$ cat src/rtl/led7seg_pkg.sv
// Shared constants and helpers for the scanned 7-segment display driver.
// Segment codes are active-high {a,b,c,d,e,f,g} with a in bit 6.
package led7seg_pkg;

  localparam int SEG_W = 7;

  localparam int SEG_A = 6;
  localparam int SEG_B = 5;
  localparam int SEG_C = 4;
  localparam int SEG_D = 3;
  localparam int SEG_E = 2;
  localparam int SEG_F = 1;
  localparam int SEG_G = 0;

  typedef logic [SEG_W-1:0] seg_code_t;

  // Every segment lit, built from the segment positions so the code word
  // stays consistent with the index constants above.
  localparam seg_code_t SEG_MASK_ALL = (seg_code_t'(1) << SEG_A) |
                                       (seg_code_t'(1) << SEG_B) |
                                       (seg_code_t'(1) << SEG_C) |
                                       (seg_code_t'(1) << SEG_D) |
                                       (seg_code_t'(1) << SEG_E) |
                                       (seg_code_t'(1) << SEG_F) |
                                       (seg_code_t'(1) << SEG_G);

  // Hex glyphs 0-F, active-high abcdefg.
  localparam seg_code_t SEG_TABLE [16] = '{
    7'b1111110,  // 0
    7'b0110000,  // 1
    7'b1101101,  // 2
    7'b1111001,  // 3
    7'b0110011,  // 4
    7'b1011011,  // 5
    7'b1011111,  // 6
    7'b1110000,  // 7
    7'b1111111,  // 8
    7'b1111011,  // 9
    7'b1110111,  // A
    7'b0011111,  // b
    7'b1001110,  // C
    7'b0111101,  // d
    7'b1001111,  // E
    7'b1000111   // F
  };

  // Active-high segment pattern for one hex nibble.
  function automatic seg_code_t hex_to_seg(input logic [3:0] nibble);
    return SEG_TABLE[nibble];
  endfunction

endpackage

$ cat src/rtl/led7seg_scan_timer.sv
// Scan timing for the multiplexed display: slot prescaler, digit index,
// frame-start pulse and the per-cycle boundary / dead-time flags.
module led7seg_scan_timer
  import led7seg_pkg::*;
#(
  parameter int N_DIGITS = 4,
  parameter int SCAN_DIV = 50000,
  parameter int DEAD_CYC = 1,
  parameter int IDX_W    = (N_DIGITS > 1) ? $clog2(N_DIGITS) : 1
) (
  input  logic             i_clk,
  input  logic             i_rst,
  output logic [IDX_W-1:0] o_idx,
  output logic             o_dead,
  output logic             o_boundary,
  output logic             o_frame_tick
);

  localparam int CNT_W = $clog2(SCAN_DIV);
  localparam logic [CNT_W-1:0] CNT_MAX  = CNT_W'(SCAN_DIV - 1);
  localparam logic [CNT_W-1:0] CNT_DEAD = CNT_W'(DEAD_CYC);
  localparam logic [IDX_W-1:0] IDX_MAX  = IDX_W'(N_DIGITS - 1);

  logic [CNT_W-1:0] r_cnt;
  logic [IDX_W-1:0] r_idx;
  logic             r_frame_tick;

  logic w_cnt_wrap;
  logic w_idx_last;
  logic w_frame_start;

  // Decode of the current (idx, cnt) position within the frame.
  always_comb begin
    w_cnt_wrap    = (r_cnt == CNT_MAX);
    w_idx_last    = (r_idx == IDX_MAX);
    w_frame_start = (r_cnt == {CNT_W{1'b0}}) && (r_idx == {IDX_W{1'b0}});
  end

  // Slot prescaler; the digit index advances each time the prescaler wraps.
  always_ff @(posedge i_clk) begin
    if (i_rst) begin
      r_cnt <= {CNT_W{1'b0}};
      r_idx <= {IDX_W{1'b0}};
    end else if (w_cnt_wrap) begin
      r_cnt <= {CNT_W{1'b0}};
      if (w_idx_last) begin
        r_idx <= {IDX_W{1'b0}};
      end else begin
        r_idx <= r_idx + {{(IDX_W-1){1'b0}}, 1'b1};
      end
    end else begin
      r_cnt <= r_cnt + {{(CNT_W-1){1'b0}}, 1'b1};
    end
  end

  // Registered frame-start pulse, aligned with the registered display outputs.
  always_ff @(posedge i_clk) begin
    if (i_rst) begin
      r_frame_tick <= 1'b0;
    end else begin
      r_frame_tick <= w_frame_start;
    end
  end

  assign o_idx        = r_idx;
  assign o_dead       = (r_cnt < CNT_DEAD);
  assign o_boundary   = w_cnt_wrap && w_idx_last;
  assign o_frame_tick = r_frame_tick;

endmodule

$ cat src/rtl/led7seg_scan_anode.sv
// N-digit time-multiplexed common-anode 7-segment driver with tear-free
// frame-synchronous update, leading-zero suppression and anti-ghost dead time.
module led7seg_scan_anode
  import led7seg_pkg::*;
#(
  parameter int N_DIGITS       = 4,
  parameter int SCAN_DIV       = 50000,
  parameter int DEAD_CYC       = 1,
  parameter int SEG_ACTIVE_LOW = 1,
  parameter int DIG_ACTIVE_LOW = 1
) (
  input  logic                  i_clk,
  input  logic                  i_rst,
  input  logic [4*N_DIGITS-1:0] i_value_in,
  input  logic [N_DIGITS-1:0]   i_dp_in,
  input  logic [N_DIGITS-1:0]   i_blank_in,
  input  logic                  i_lz_en,
  input  logic                  i_load,
  output logic [SEG_W-1:0]      o_seg,
  output logic                  o_dp_out,
  output logic [N_DIGITS-1:0]   o_dig_en,
  output logic                  o_frame_tick,
  output logic                  o_pending
);

  localparam int VAL_W = 4 * N_DIGITS;
  localparam int IDX_W = (N_DIGITS > 1) ? $clog2(N_DIGITS) : 1;

  // Pin levels that mean "off" for the configured driver polarity.
  localparam seg_code_t           SEG_OFF = (SEG_ACTIVE_LOW != 0) ? SEG_MASK_ALL : {SEG_W{1'b0}};
  localparam logic                DP_OFF  = (SEG_ACTIVE_LOW != 0) ? 1'b1 : 1'b0;
  localparam logic [N_DIGITS-1:0] DIG_OFF = (DIG_ACTIVE_LOW != 0) ? {N_DIGITS{1'b1}} : {N_DIGITS{1'b0}};

  // Shadow frame: written by load, waits for the next frame boundary.
  logic [VAL_W-1:0]    r_sh_value;
  logic [N_DIGITS-1:0] r_sh_dp;
  logic [N_DIGITS-1:0] r_sh_blank;
  logic                r_sh_lz;

  // Active frame: what is currently being scanned out.
  logic [VAL_W-1:0]    r_act_value;
  logic [N_DIGITS-1:0] r_act_dp;
  logic [N_DIGITS-1:0] r_act_blank;
  logic                r_act_lz;

  logic                r_pending;

  logic [SEG_W-1:0]    r_seg;
  logic                r_dp_out;
  logic [N_DIGITS-1:0] r_dig_en;

  logic [IDX_W-1:0]    w_idx;
  logic                w_dead;
  logic                w_boundary;
  logic                w_frame_tick;

  logic [3:0]          w_nibble;
  logic [N_DIGITS-1:0] w_upper_zero;
  logic [N_DIGITS-1:0] w_onehot;
  logic                w_lz_dark;
  logic                w_dig_dark;
  seg_code_t           w_glyph;
  logic [SEG_W-1:0]    w_seg_nxt;
  logic                w_dp_nxt;
  logic [N_DIGITS-1:0] w_dig_nxt;

  led7seg_scan_timer #(
    .N_DIGITS (N_DIGITS),
    .SCAN_DIV (SCAN_DIV),
    .DEAD_CYC (DEAD_CYC),
    .IDX_W    (IDX_W)
  ) u_timer (
    .i_clk        (i_clk),
    .i_rst        (i_rst),
    .o_idx        (w_idx),
    .o_dead       (w_dead),
    .o_boundary   (w_boundary),
    .o_frame_tick (w_frame_tick)
  );

  // Shadow capture on load; shadow moves to active only at a frame boundary.
  // A load that lands on the boundary refills the shadow after the transfer,
  // so pending stays set and that data waits one more frame.
  always_ff @(posedge i_clk) begin
    if (i_rst) begin
      r_sh_value  <= {VAL_W{1'b0}};
      r_sh_dp     <= {N_DIGITS{1'b0}};
      r_sh_blank  <= {N_DIGITS{1'b0}};
      r_sh_lz     <= 1'b0;
      r_act_value <= {VAL_W{1'b0}};
      r_act_dp    <= {N_DIGITS{1'b0}};
      r_act_blank <= {N_DIGITS{1'b0}};
      r_act_lz    <= 1'b0;
      r_pending   <= 1'b0;
    end else begin
      if (i_load) begin
        r_sh_value <= i_value_in;
        r_sh_dp    <= i_dp_in;
        r_sh_blank <= i_blank_in;
        r_sh_lz    <= i_lz_en;
      end
      if (w_boundary && r_pending) begin
        r_act_value <= r_sh_value;
        r_act_dp    <= r_sh_dp;
        r_act_blank <= r_sh_blank;
        r_act_lz    <= r_sh_lz;
      end
      if (i_load) begin
        r_pending <= 1'b1;
      end else if (w_boundary) begin
        r_pending <= 1'b0;
      end else begin
        r_pending <= r_pending;
      end
    end
  end

  // For each digit position: are this nibble and every nibble above it zero?
  always_comb begin
    w_upper_zero = {N_DIGITS{1'b0}};
    for (int k = 0; k < N_DIGITS; k++) begin
      w_upper_zero[k] = ((r_act_value >> (4 * k)) == {VAL_W{1'b0}});
    end
  end

  // One-hot of the digit currently being scanned.
  always_comb begin
    w_onehot = {N_DIGITS{1'b0}};
    for (int k = 0; k < N_DIGITS; k++) begin
      w_onehot[k] = (w_idx == IDX_W'(k));
    end
  end

  // Select the scanned digit's glyph and decide whether it is dark.
  // Digit 0 is exempt from leading-zero suppression so a zero value shows "0".
  always_comb begin
    w_nibble   = r_act_value[4*w_idx +: 4];
    w_glyph    = hex_to_seg(w_nibble);
    w_lz_dark  = r_act_lz && (w_idx != {IDX_W{1'b0}}) && w_upper_zero[w_idx];
    w_dig_dark = r_act_blank[w_idx] || w_lz_dark;
  end

  // Next pin levels: all off during dead time, else one digit enabled with
  // its glyph (or dark segments and dp when blanked or suppressed).
  always_comb begin
    w_seg_nxt = SEG_OFF;
    w_dp_nxt  = DP_OFF;
    w_dig_nxt = DIG_OFF;
    if (w_dead) begin
      w_seg_nxt = SEG_OFF;
      w_dp_nxt  = DP_OFF;
      w_dig_nxt = DIG_OFF;
    end else begin
      w_dig_nxt = (DIG_ACTIVE_LOW != 0) ? ~w_onehot : w_onehot;
      if (w_dig_dark) begin
        w_seg_nxt = SEG_OFF;
        w_dp_nxt  = DP_OFF;
      end else begin
        w_seg_nxt = (SEG_ACTIVE_LOW != 0) ? ~w_glyph : w_glyph;
        w_dp_nxt  = (SEG_ACTIVE_LOW != 0) ? ~r_act_dp[w_idx] : r_act_dp[w_idx];
      end
    end
  end

  // Output registers driving the display pins.
  always_ff @(posedge i_clk) begin
    if (i_rst) begin
      r_seg    <= SEG_OFF;
      r_dp_out <= DP_OFF;
      r_dig_en <= DIG_OFF;
    end else begin
      r_seg    <= w_seg_nxt;
      r_dp_out <= w_dp_nxt;
      r_dig_en <= w_dig_nxt;
    end
  end

  assign o_seg        = r_seg;
  assign o_dp_out     = r_dp_out;
  assign o_dig_en     = r_dig_en;
  assign o_frame_tick = w_frame_tick;
  assign o_pending    = r_pending;

endmodule

$ cat config.mk
export PLATFORM = sky130hd
export DESIGN_NAME = led7seg_scan_anode
export DESIGN_NICKNAME = d
export VERILOG_FILES = /design/src/rtl/led7seg_pkg.sv /design/src/rtl/led7seg_scan_timer.sv /design/src/rtl/led7seg_scan_anode.sv
export SDC_FILE = /design/constraint.sdc
export NUM_CORES = 1
export LEC_CHECK = 0
export ABC_AREA = 1
export CORE_MARGIN = 4
export CORE_UTILIZATION = 25
export DETAILED_ROUTE_END_ITERATION = 10
export PLACE_DENSITY_LB_ADDON = 0.3
export SLEW_MARGIN = 0
export SYNTH_ARGS = -nofsm -noshare
export SYNTH_HDL_FRONTEND = slang
export SYNTH_SLANG_ARGS = --single-unit
$ cat constraint.sdc
create_clock -name i_clk -period 2.9 [get_ports i_clk]
set_clock_uncertainty 0.15 [all_clocks]
set_input_delay 0.87 -clock i_clk [delete_from_list [all_inputs] [get_ports i_clk]]
set_output_delay 0.87 -clock i_clk [all_outputs]
set_load 0.01 [all_outputs]
# == Word level (Yosys, flattened, before mapping) ==
# Memory sizes are Yosys's and may differ from the RTL's.
# Cells that the tools add are included.
# op_classes
n_lt_le_gt_ge,3
n_bitwise,4
mul,0
n_mux,11
eq_ne,4
shift,1
reduce_logical,17
addsub,2
n_div,0
# ops
cell,count
$logic_not 16->1,5
$add 16x1->16 const B,1
$eq 16x16->1 const B,1
$lt 16x1->1 const B,1
$shiftx 16x5->4,1
$mux 7,2
$not 7->7,1
$bmux 1 s2,3
$ge 5x5->1 const B,1
$logic_and 1x1->1,5
$mux 1,5
$not 4->5,1
$eq 2x2->1 const B,2
$not 4->4,1
$reduce_bool 2->1,2
$reduce_or 2->1,2
$lt 2x3->1 const B,1
$reduce_or 3->1,1
$add 2x1->2 const B,1
$eq 2x1->1 const B,1
$logic_not 2->1,1
$mux 2,1
$logic_or 1x1->1,1
$not 1->1,1
# totals
register_bits,82
output_inout_bits,14
wordCells,58
latchBits,0
input_bits,28
mem_count,1
ram_bits,0
rom_bits,112
# mem_list
name,depth,word_bits,read_ports,rd_ports_with_merged_regs,write_ports,line_no,source
(no name shown),16,7,1,0,0,led7seg_pkg.sv:49,return SEG_TABLE[nibble];

# == Depth between registers and ports, before layout ==
# Gate-level depths: netlist of run 1.
# logic_depth
ltp_word,6
ltp_mapped,13
depth_no_buf,11

# == Modules after synthesis ==
# From an unflattened synthesis of run 1, not the netlist that was laid out.
# unflattened
hier_cells,539
hier_area_um2,3719.8
# by_module_without_submodules
module,cells_per_inst,n_inst,area_per_inst_um2,seq_area_each_um2
led7seg_scan_anode,383,1,2676.3,1261.2
led7seg_scan_timer,156,1,1043.5,380.4

# == Worst setup path after synthesis of run 1 ==
# OpenSTA, ideal clock, no wires.
# synth_path
kind,input to register
start,input port i_rst
end,register r_seg[0] (netlist: o_seg[0])
arrival_time_ns,1.582
slack_ns,1.036
setup_ns,0.132
path_stages,5
path_buffers,1
required_time_ns,2.618
path_cell_list,inv_1 clkbuf_1 nand3_1 nor2_2 nand3_1
# synth_between
elab_chain_cells,1
# synth_rtl
element,line_no,source
"start, declared",led7seg_scan_anode.sv:13,"input logic i_rst,"
$reduce_or 3->1 (no line),n/a,
"end signal, assigned",led7seg_scan_anode.sv:172,r_seg <= w_seg_nxt;
"end, declared",led7seg_scan_anode.sv:48,logic [SEG_W-1:0] r_seg;
# Every way passes these cells.
# A chain may end at the register's enable or synchronous reset.

# == Worst setup path in the final report of run 1 ==
# layout_path
start,register u_timer.r_idx[0] (netlist: u_timer.o_idx[0])
end,register r_seg[3] (netlist: o_seg[3])
# layout_between
elab_chain_cells,6
# layout_rtl
element,line_no,source
"start, declared",led7seg_scan_timer.sv:25,logic [IDX_W-1:0] r_idx;
"start signal, assigned",led7seg_scan_timer.sv:43,r_idx <= {IDX_W{1'b0}};
"start signal, assigned",led7seg_scan_timer.sv:47,r_idx <= {IDX_W{1'b0}};
"start signal, assigned",led7seg_scan_timer.sv:49,"r_idx <= r_idx + {{(IDX_W-1){1'b0}}, 1'b1};"
$shiftx 16x5->4,led7seg_scan_anode.sv:137,w_nibble = r_act_value[4*w_idx +: 4];
$not 4->5 (not written as such),led7seg_pkg.sv:49,
$mem_v2 16x7,n/a,
$mux 7 (not written as such) (2 in series),led7seg_pkg.sv:49,
$not 7->7,led7seg_scan_anode.sv:159,w_seg_nxt = (SEG_ACTIVE_LOW != 0) ? ~w_glyph : w_glyph;
# Several ways; a longest one is shown, not always the timed one. The select of a mux whose other input is x is not followed.

==> results of run 1 <==
cell usage after synthesis, types with 5 or more instances:
| cell type | n | area (um2) |
|---|---|---|
| a21oi_1 | 14 | 70.1 |
| clkbuf_1 | 10 | 37.5 |
| nor3_1 | 5 | 25.0 |
| dfxtp_1 | 82 | 1640 |
| o21ai_0 | 29 | 145 |
| inv_1 | 46 | 173 |
| nand2_1 | 142 | 533 |
| xor2_1 | 5 | 43.8 |
| nor2_1 | 137 | 514 |
| nand3_1 | 34 | 170 |
| ha_1 | 11 | 138 |
flip-flops by register name, summed over array words and instances (netlist names):
signal                cells
o_seg                     7
u_timer.r_cnt            16
o_dig_en                  4
o_dp_out                  1
r_act_value              16
u_timer.o_idx             2
r_act_dp                  4
r_act_lz                  1
r_act_blank               4
u_timer.o_frame_tick      1
r_sh_value               16
r_sh_lz                   1
r_sh_blank                4
r_sh_dp                   4
o_pending                 1
metrics by stage:
| step | hold slack, ns | instances | instance area, um2 | total power [mW] | setup slack (ns) |
|---|---|---|---|---|---|
| 2_1_floorplan | 0.280 | 551 | 3760 | 1.28 | 1.04 |
| 3_3_place_gp | 0.294 | 760 | 4310 | 1.36 | 0.394 |
| 3_5_place_dp | 0.316 | 760 | 4310 | 1.37 | 0.387 |
| 4_1_cts | 0.332 | 776 | 4620 | 2.52 | 0.509 |
| 5_1_grt | 0.353 | 776 | 4620 | 2.60 | 0.283 |
| 6_report | 0.328 | 776 | 4620 | 2.48 | 0.543 |
where the power goes:
part           internal [mW]  total [mW]  switching (mW)
combinational         0.0791       0.153          0.0742
clock                  0.695        1.15           0.450
sequential              1.17        1.19          0.0197
layer usage:
metal / routed length (um) / GRT usage
met1: 4310 / 0.143
met2: 3640 / 0.160
met3: 368 / 0.0280
met4: 71 / 0.0272
met5: 0 / 0
placed cells by master, fill, tap and decap left out, types with 2 or more instances in the layout:
master,count
nand4_1,4
nor3_1,5
inv_2,3
clkinvlp_4,2
o21ai_0,29
nand3b_1,2
clkbuf_16,9
ha_1,11
dfxtp_1,82
nand2_1,142
buf_4,4
xor2_1,5
nor2_1,137
or2_2,4
a21oi_1,14
clkdlybuf4s50_1,41
nand3_1,34
inv_1,46
nor2_4,2
worst min-delay path by stage:
stage	from	slack, ns	endpoint
after global placement	u_timer.r_cnt[0]	0.29	u_timer.r_cnt[0]
after global routing	r_sh_value[8]	0.35	r_act_value[8]
after floorplan	u_timer.r_cnt[0]	0.28	u_timer.r_cnt[0]
after detailed placement	r_sh_blank[3]	0.32	r_act_blank[3]
final	u_timer.r_cnt[0]	0.33	u_timer.r_cnt[0]
after CTS	r_sh_blank[3]	0.33	r_act_blank[3]
worst max-delay path, delay by kind of cell, from the launching register on:
| family | cells | cell delay, ns |
|---|---|---|
| flip-flops | 1 | 0.75 |
| AND/OR/NAND/NOR | 6 | 0.63 |
| buffers and inverters | 3 | 0.44 |
| adder cells (fa/ha/maj) | 1 | 0.24 |
cell type report:
cell class / instances / area [um2]
well taps: 184 / 230
flip-flops and latches: 82 / 1640
clock buffers: 11 / 243
repair buffers: 45 / 440
clock inverters: 5 / 62.6
multi-input cells: 399 / 1810
fillers: 1608 / 10000
inverters: 50 / 188
logic make-up after synthesis:
kind of cell / Yosys count
compound gates: 46
xor+xnor: 5
fa+ha+maj: 11
buf+inv: 70
flops: 82
simple gates: 337
==> impl_metrics.ini, run 1 <==
[run_status]
status = completed

[layout]
finish.utilization = 0.315
drive_above_1_share = 0.0557
n_antenna_cell = 0
areaGrowthSynthToFinish_pct = 23.0
num-nets-final = 626

[critical_path]
path_cells = inv_2 -> nand2_1 -> nand3_1 -> nand2_1 -> inv_1 -> ha_1 -> inv_1 -> nand2_1 -> nand3_1 -> nand3_1
end_kind = flip-flop
crit_end = o_seg[3]
reg2reg_depth = 10
worstPathRequired_ns = 2.94
critical_path_arrival_ns = 2.40
reg2reg_slack_ns = 0.54
slowest_stage = dfxtp_1
critical_path_class = reg2reg
critPathLaunch = u_timer.o_idx[0]
timing.rr.end = o_seg[3]
cpPeakStageDelay_ns = 0.75
critPathMaxFanout = 20
cp-start-kind = flip-flop
r2r_start = u_timer.o_idx[0]

[clocking]
cts.clk_slew.worst_paths_ns = 0.06
cts_resized = 0
cts_hold_buf = 0
cts_tree = done
numCtsBuffers = 9
cts-root-buf = clkbuf_16
max-clock-path-buffers = 2
post-cts-setup-buffer-count = 0
cts_max_level = 3
cts_num_sinks = 82
clock_latency_ns = 0.33

[sta]
finalCriticalPeriod_ns = 2.36
slew_viol_final = 0
period_share = 0.813
finalSetupTns_ns = 0
relSlewSlack = 0.545
hold_viol = 0
max_freq_mhz = 424
setup_violations = 0
rsz0062_at_grt = no
tightest_slew_ns = 0.681

[synthesis]
synth-seq-cells = 82
yosys_most_used_dff = dfxtp_1
synthArstFlopShare = 0
yosys_warnings = 0
synth_compound_area_frac = 0.0623
synth_edf_count = 0
synth_fa_ha_area_frac = 0.0366
synth_xor_area_frac = 0.0117
syn_inst = 551
synth_area_per_cell_um2 = 6.82
ys_seq_area_frac = 0.437
synth_cell_types = 30
synthMuxAreaShare = 0
syn-cell-area_um2 = 3760
synth-simple-area-share = 0.372
syn_nets = 590
synth_top_family_by_area = simple AND/OR/NAND/NOR gates

[placement]
port_buffers = 41
hpwlAfterDp_um = 6000
gp_congestion = 0.836

[die]
start_util = 0.256
die_area_um2 = 17000
fp-row-count = 44
pin_count = 42
die_x_um = 131
fp.dieH_um = 131
coreArea_um2 = 14600

[worst_hold_path]
holdPathStages = 1
hold_class = reg2reg

[routing]
vias_per_cell = 4.27
dr.pass1.iters = 5
ant_nets = 0
drt_iter0_drc = 248
num_vias = 3313
drc_errors = 0
wl_per_cell_um = 10.8
drt_wl_total_um = 8380

[global_route]
grt_max_degree = 51
grt_antenna_before_repair = 0
gr-total-overflow = 0
track_usage = 0.103
first_global_vias = 3134
grt_pass1_wl_um = 14400

[power_and_ir_drop]
vdd_drop_max_mv = 0.280
power_leakage_nw = 2.07
power.density_nw_per_um2 = 538

[job]
cap_violations = 0
No activity file was read; power rests on OpenSTA's default activity.
==> run 2, diff against run 1 <==
clock period = 2.4 ns   (was 2.9 ns; I/O delays follow)
==> run 2 against run 1 <==
Effect of this change: flip-flop and latch count stayed put; total power increased by 26%; highest routed layer unchanged; cell count increased by 0.52%; cell area up 1.6%; worst setup slack worse by 0.32 ns; largest power group is now clock; critical path depth is 9 lower; combinational power rose by 24%; utilization up 0.50 points; non-clock buffer count grew 4; clock power grew 32%; critical endpoint is now o_pending; sequential power is 20% higher; count of clock-buffer cells in the layout unchanged.
==> impl_metrics.ini, run 2 (synthesis results as in run 1) <==
[clocking]
cts.clk_slew.worst_paths_ns = 0.06
cts_hold_buf = 0
cts-root-buf = clkbuf_16
cts_tree = done
numCtsBuffers = 9
cts_max_level = 3
clock_latency_ns = 0.33
cts_num_sinks = 82
cts_resized = 0
max-clock-path-buffers = 2
post-cts-setup-buffer-count = 0

[sta]
max_freq_mhz = 458
tightest_slew_ns = 0.521
slew_viol_final = 0
finalCriticalPeriod_ns = 2.18
period_share = 0.909
hold_viol = 0
relSlewSlack = 0.650
finalSetupTns_ns = 0
setup_violations = 0
rsz0062_at_grt = no

[routing]
drc_errors = 0
wl_per_cell_um = 10.8
ant_nets = 0
vias_per_cell = 4.23
num_vias = 3301
drt_wl_total_um = 8420
drt_iter0_drc = 275
dr.pass1.iters = 4

[die]
fp-row-count = 44
die_area_um2 = 17000
start_util = 0.256
die_x_um = 131
pin_count = 42
fp.dieH_um = 131
coreArea_um2 = 14600

[global_route]
grt_util_met1 = 0.144
grt_antenna_before_repair = 0
grtUsageMet2 = 0.159
grtUsageMet3 = 0.0297
first_global_vias = 3129
grt_pass1_wl_um = 14500
grt-busiest-layer = met2
track_usage = 0.105
gr-total-overflow = 0
grt_max_degree = 51

[layout]
final_common_cell = nand2_1
ff_latch_area_um2 = 1640
stdcell_count = 780
n_antenna_cell = 0
final_cell_mix = 142 x nand2_1, 137 x nor2_1, 82 x dfxtp_1, 46 x inv_1, 41 x clkdlybuf4s50_1
num-fill-cells = 1620
top_regs = r_act_value (16), r_sh_value (16), u_timer.r_cnt (16)
num-nets-final = 630
drive_above_1_share = 0.0638
finish.utilization = 0.320
design_area_um2 = 4690
areaGrowthSynthToFinish_pct = 24.9
multiInputGateArea_um2 = 1810

[worst_hold_path]
hold_class = reg2reg

[job]
cap_violations = 0

[placement]
port_buffers = 41
dp.cells = 764
post_dp_cell_area_um2 = 4360
hpwlAfterDp_um = 6100
gp_congestion = 0.836

[critical_path]
cp-start-kind = flip-flop
critPathMaxFanout = 3
critPathBufInv = 1
worstPathRequired_ns = 1.53
critical_path_class = reg2out
cpPeakStageDelay_ns = 0.59
path_cells = clkdlybuf4s50_1
critical_path_arrival_ns = 1.31
crit_family = buffers and inverters
slowest_stage = clkdlybuf4s50_1
end_kind = output port

[power_and_ir_drop]
power_mw = 3.14
power.density_nw_per_um2 = 669
power_leakage_nw = 2.11
vdd_drop_max_mv = 0.434

[run_status]
status = completed
-- run 2: cell type report --
cell class              instances  share of cell area
clock buffers                  11              0.0539
clock inverters                 5              0.0179
inverters                      50              0.0400
multi-input cells             399               0.386
flip-flops and latches         82               0.350
well taps                     184              0.0491
repair buffers                 49               0.103
-- run 2: power breakdown --
| group | internal (mW) | leakage [nW] | switching [mW] |
|---|---|---|---|
| registers | 1.41 | 0.670 | 0.0234 |
| clock network | 0.971 | 0.158 | 0.546 |
| logic | 0.100 | 1.28 | 0.0888 |
| total | 2.48 | 2.11 | 0.658 |
-- run 2: path summary, 6_finish.rpt --
path	from	to	slack, ns	cells past startpoint
max	o_pending	o_pending	0.22	1
min	u_timer.r_cnt[0]	u_timer.r_cnt[0]	0.31	1
max reg2reg	u_timer.o_idx[0]	o_seg[4]	0.51	11
min reg2reg	u_timer.r_cnt[0]	u_timer.r_cnt[0]	0.31	1
-- run 2: routing by layer --
layer	share of wire	up-vias
li1	-	1788
met1	0.52	1449
met2	0.42	54
met3	0.041	10
met4	0.017	0
met5	0	-
-- run 2: through the flow --
stage | hold WS, ns | setup slack, ns
floorplan | 0.280 | 0.632
global placement | 0.293 | 0.180
detailed placement | 0.313 | 0.116
CTS | 0.327 | 0.166
global route | 0.353 | 0.152
finish | 0.314 | 0.218
==> run 3, diff against run 2 <==
PLACE_DENSITY = 0.48   (was unset)
PLACE_DENSITY_LB_ADDON = unset   (was 0.3)
==> run 3 against run 2 <==
Effect of this change: hold slack improved by 0.0028 ns; cell area rose by 0.29%; die area did not move; critical path depth did not move; combinational power barely moved; sequential power barely moved.
==> impl_metrics.ini, run 3 (synthesis results as in run 1) <==
[layout]
final_common_cell = nand2_1
num-nets-final = 628
areaGrowthSynthToFinish_pct = 25.3
top_regs = r_act_value (16), r_sh_value (16), u_timer.r_cnt (16)
n_antenna_cell = 0
drive_above_1_share = 0.0606
final_cell_mix = 142 x nand2_1, 137 x nor2_1, 82 x dfxtp_1, 46 x inv_1, 41 x clkdlybuf4s50_1

[die]
fp-row-count = 44
start_util = 0.256
fp.dieH_um = 131
die_area_um2 = 17000
coreArea_um2 = 14600
pin_count = 42
die_x_um = 131

[power_and_ir_drop]
power.density_nw_per_um2 = 690
power_leakage_nw = 2.11
swShare = 0.213
power_mw = 3.25
p_switching_mw = 0.690
seqPwrFrac = 0.441
p_clk_frac = 0.500
vdd_drop_max_mv = 0.448
p_int_mw = 2.56
pwr-share-comb = 0.059

[critical_path]
reg2reg_depth = 10
r2r_start = u_timer.o_idx[1]
critPathLaunch = o_pending
slowest_stage = clkdlybuf4s50_1
critical_path_class = reg2out
crit_end = o_pending
critPathBufInv = 1
crit_family = buffers and inverters
reg2reg_slack_ns = 0.50
cpPeakStageDelay_ns = 0.57
end_kind = output port
critPathMaxFanout = 3
timing.rr.end = o_seg[4]
cp-start-kind = flip-flop
critical_path_arrival_ns = 1.32
worstPathRequired_ns = 1.53
cp.depth = 1
path_cells = clkdlybuf4s50_1

[global_route]
first_global_vias = 3283
track_usage = 0.111
gr-total-overflow = 0
grt_max_degree = 54
grt_pass1_wl_um = 15100
grt_antenna_before_repair = 0

[sta]
slew_viol_final = 0
finalCriticalPeriod_ns = 2.19
rsz0062_at_grt = no
hold_viol = 0
max_freq_mhz = 456
finalSetupTns_ns = 0
relSlewSlack = 0.651
whs_ns = 0.317
setup_violations = 0
tightest_slew_ns = 0.520
period_share = 0.913

[routing]
ant_nets = 0
vias_per_cell = 4.19
drt_wl_total_um = 8580
num_vias = 3259
drt_iter0_drc = 227
dr.pass1.iters = 6
wl_per_cell_um = 11.0
drc_errors = 0

[clocking]
cts_hold_buf = 0
cts.clk_slew.worst_paths_ns = 0.06
post-cts-setup-buffer-count = 0
max-clock-path-buffers = 2
cts_max_level = 3
cts_tree = done
clock_latency_ns = 0.35
cts_resized = 0
numCtsBuffers = 9
cts-root-buf = clkbuf_16
cts_num_sinks = 82

[run_status]
status = completed

[placement]
port_buffers = 41
hpwlAfterDp_um = 6160
gp_congestion = 0.814

[job]
cap_violations = 0

[worst_hold_path]
hold_class = reg2reg
==> run 3: metrics by stage <==
| stage | util | cell area, um2 | cells | setup slack [ns] |
|---|---|---|---|---|
| 2_1_floorplan | - | 3760 | 551 | 0.632 |
| 3_3_place_gp | 0.297 | 4350 | 762 | 0.191 |
| 3_5_place_dp | 0.297 | 4350 | 762 | 0.163 |
| 4_1_cts | 0.321 | 4710 | 778 | 0.172 |
| 5_1_grt | 0.321 | 4710 | 778 | 0.146 |
| 6_report | 0.321 | 4710 | 778 | 0.209 |
==> run 3: area by class of cell <==
class / instances / area [um2]
Inverter: 50 / 188
Sequential cell: 82 / 1640
Clock buffer: 10 / 239
Multi-Input combinational cell: 399 / 1810
Tap cell: 184 / 230
Timing Repair Buffer: 47 / 480
Clock inverter: 6 / 114
Fill cell: 1632 / 9940
==> run 3: worst min-delay path by stage <==
stage | from | end | slack [ns] | cells after the start
after floorplan | u_timer.r_cnt[0] | u_timer.r_cnt[0] | 0.28 | 1
after global placement | u_timer.r_cnt[0] | u_timer.r_cnt[0] | 0.30 | 1
after detailed placement | u_timer.r_cnt[0] | u_timer.r_cnt[0] | 0.31 | 1
after CTS | u_timer.r_cnt[0] | u_timer.r_cnt[0] | 0.32 | 1
after global routing | u_timer.r_cnt[0] | u_timer.r_cnt[0] | 0.34 | 1
final | u_timer.r_cnt[0] | u_timer.r_cnt[0] | 0.32 | 1
==> run 3: power groups by stage <==
stage / sequential (mW) / combinational [mW] / clock [mW]
2_1_floorplan: 1.47 / 0.0809 / 0
3_3_place_gp: 1.46 / 0.192 / 0
3_5_place_dp: 1.46 / 0.195 / 0
4_1_cts: 1.43 / 0.196 / 1.67
5_1_grt: 1.44 / 0.216 / 1.72
6_report: 1.43 / 0.191 / 1.62
==> run 3: per-layer routing <==
| metal | global-route usage | up-vias | part of all wire |
|---|---|---|---|
| met2 | 0.171 | 50 | 0.42 |
| met1 | 0.146 | 1418 | 0.52 |
| li1 | - | 1781 | - |
| met3 | 0.0329 | 10 | 0.040 |
| met4 | 0.0436 | 0 | 0.019 |
| met5 | 0 | - | 0 |
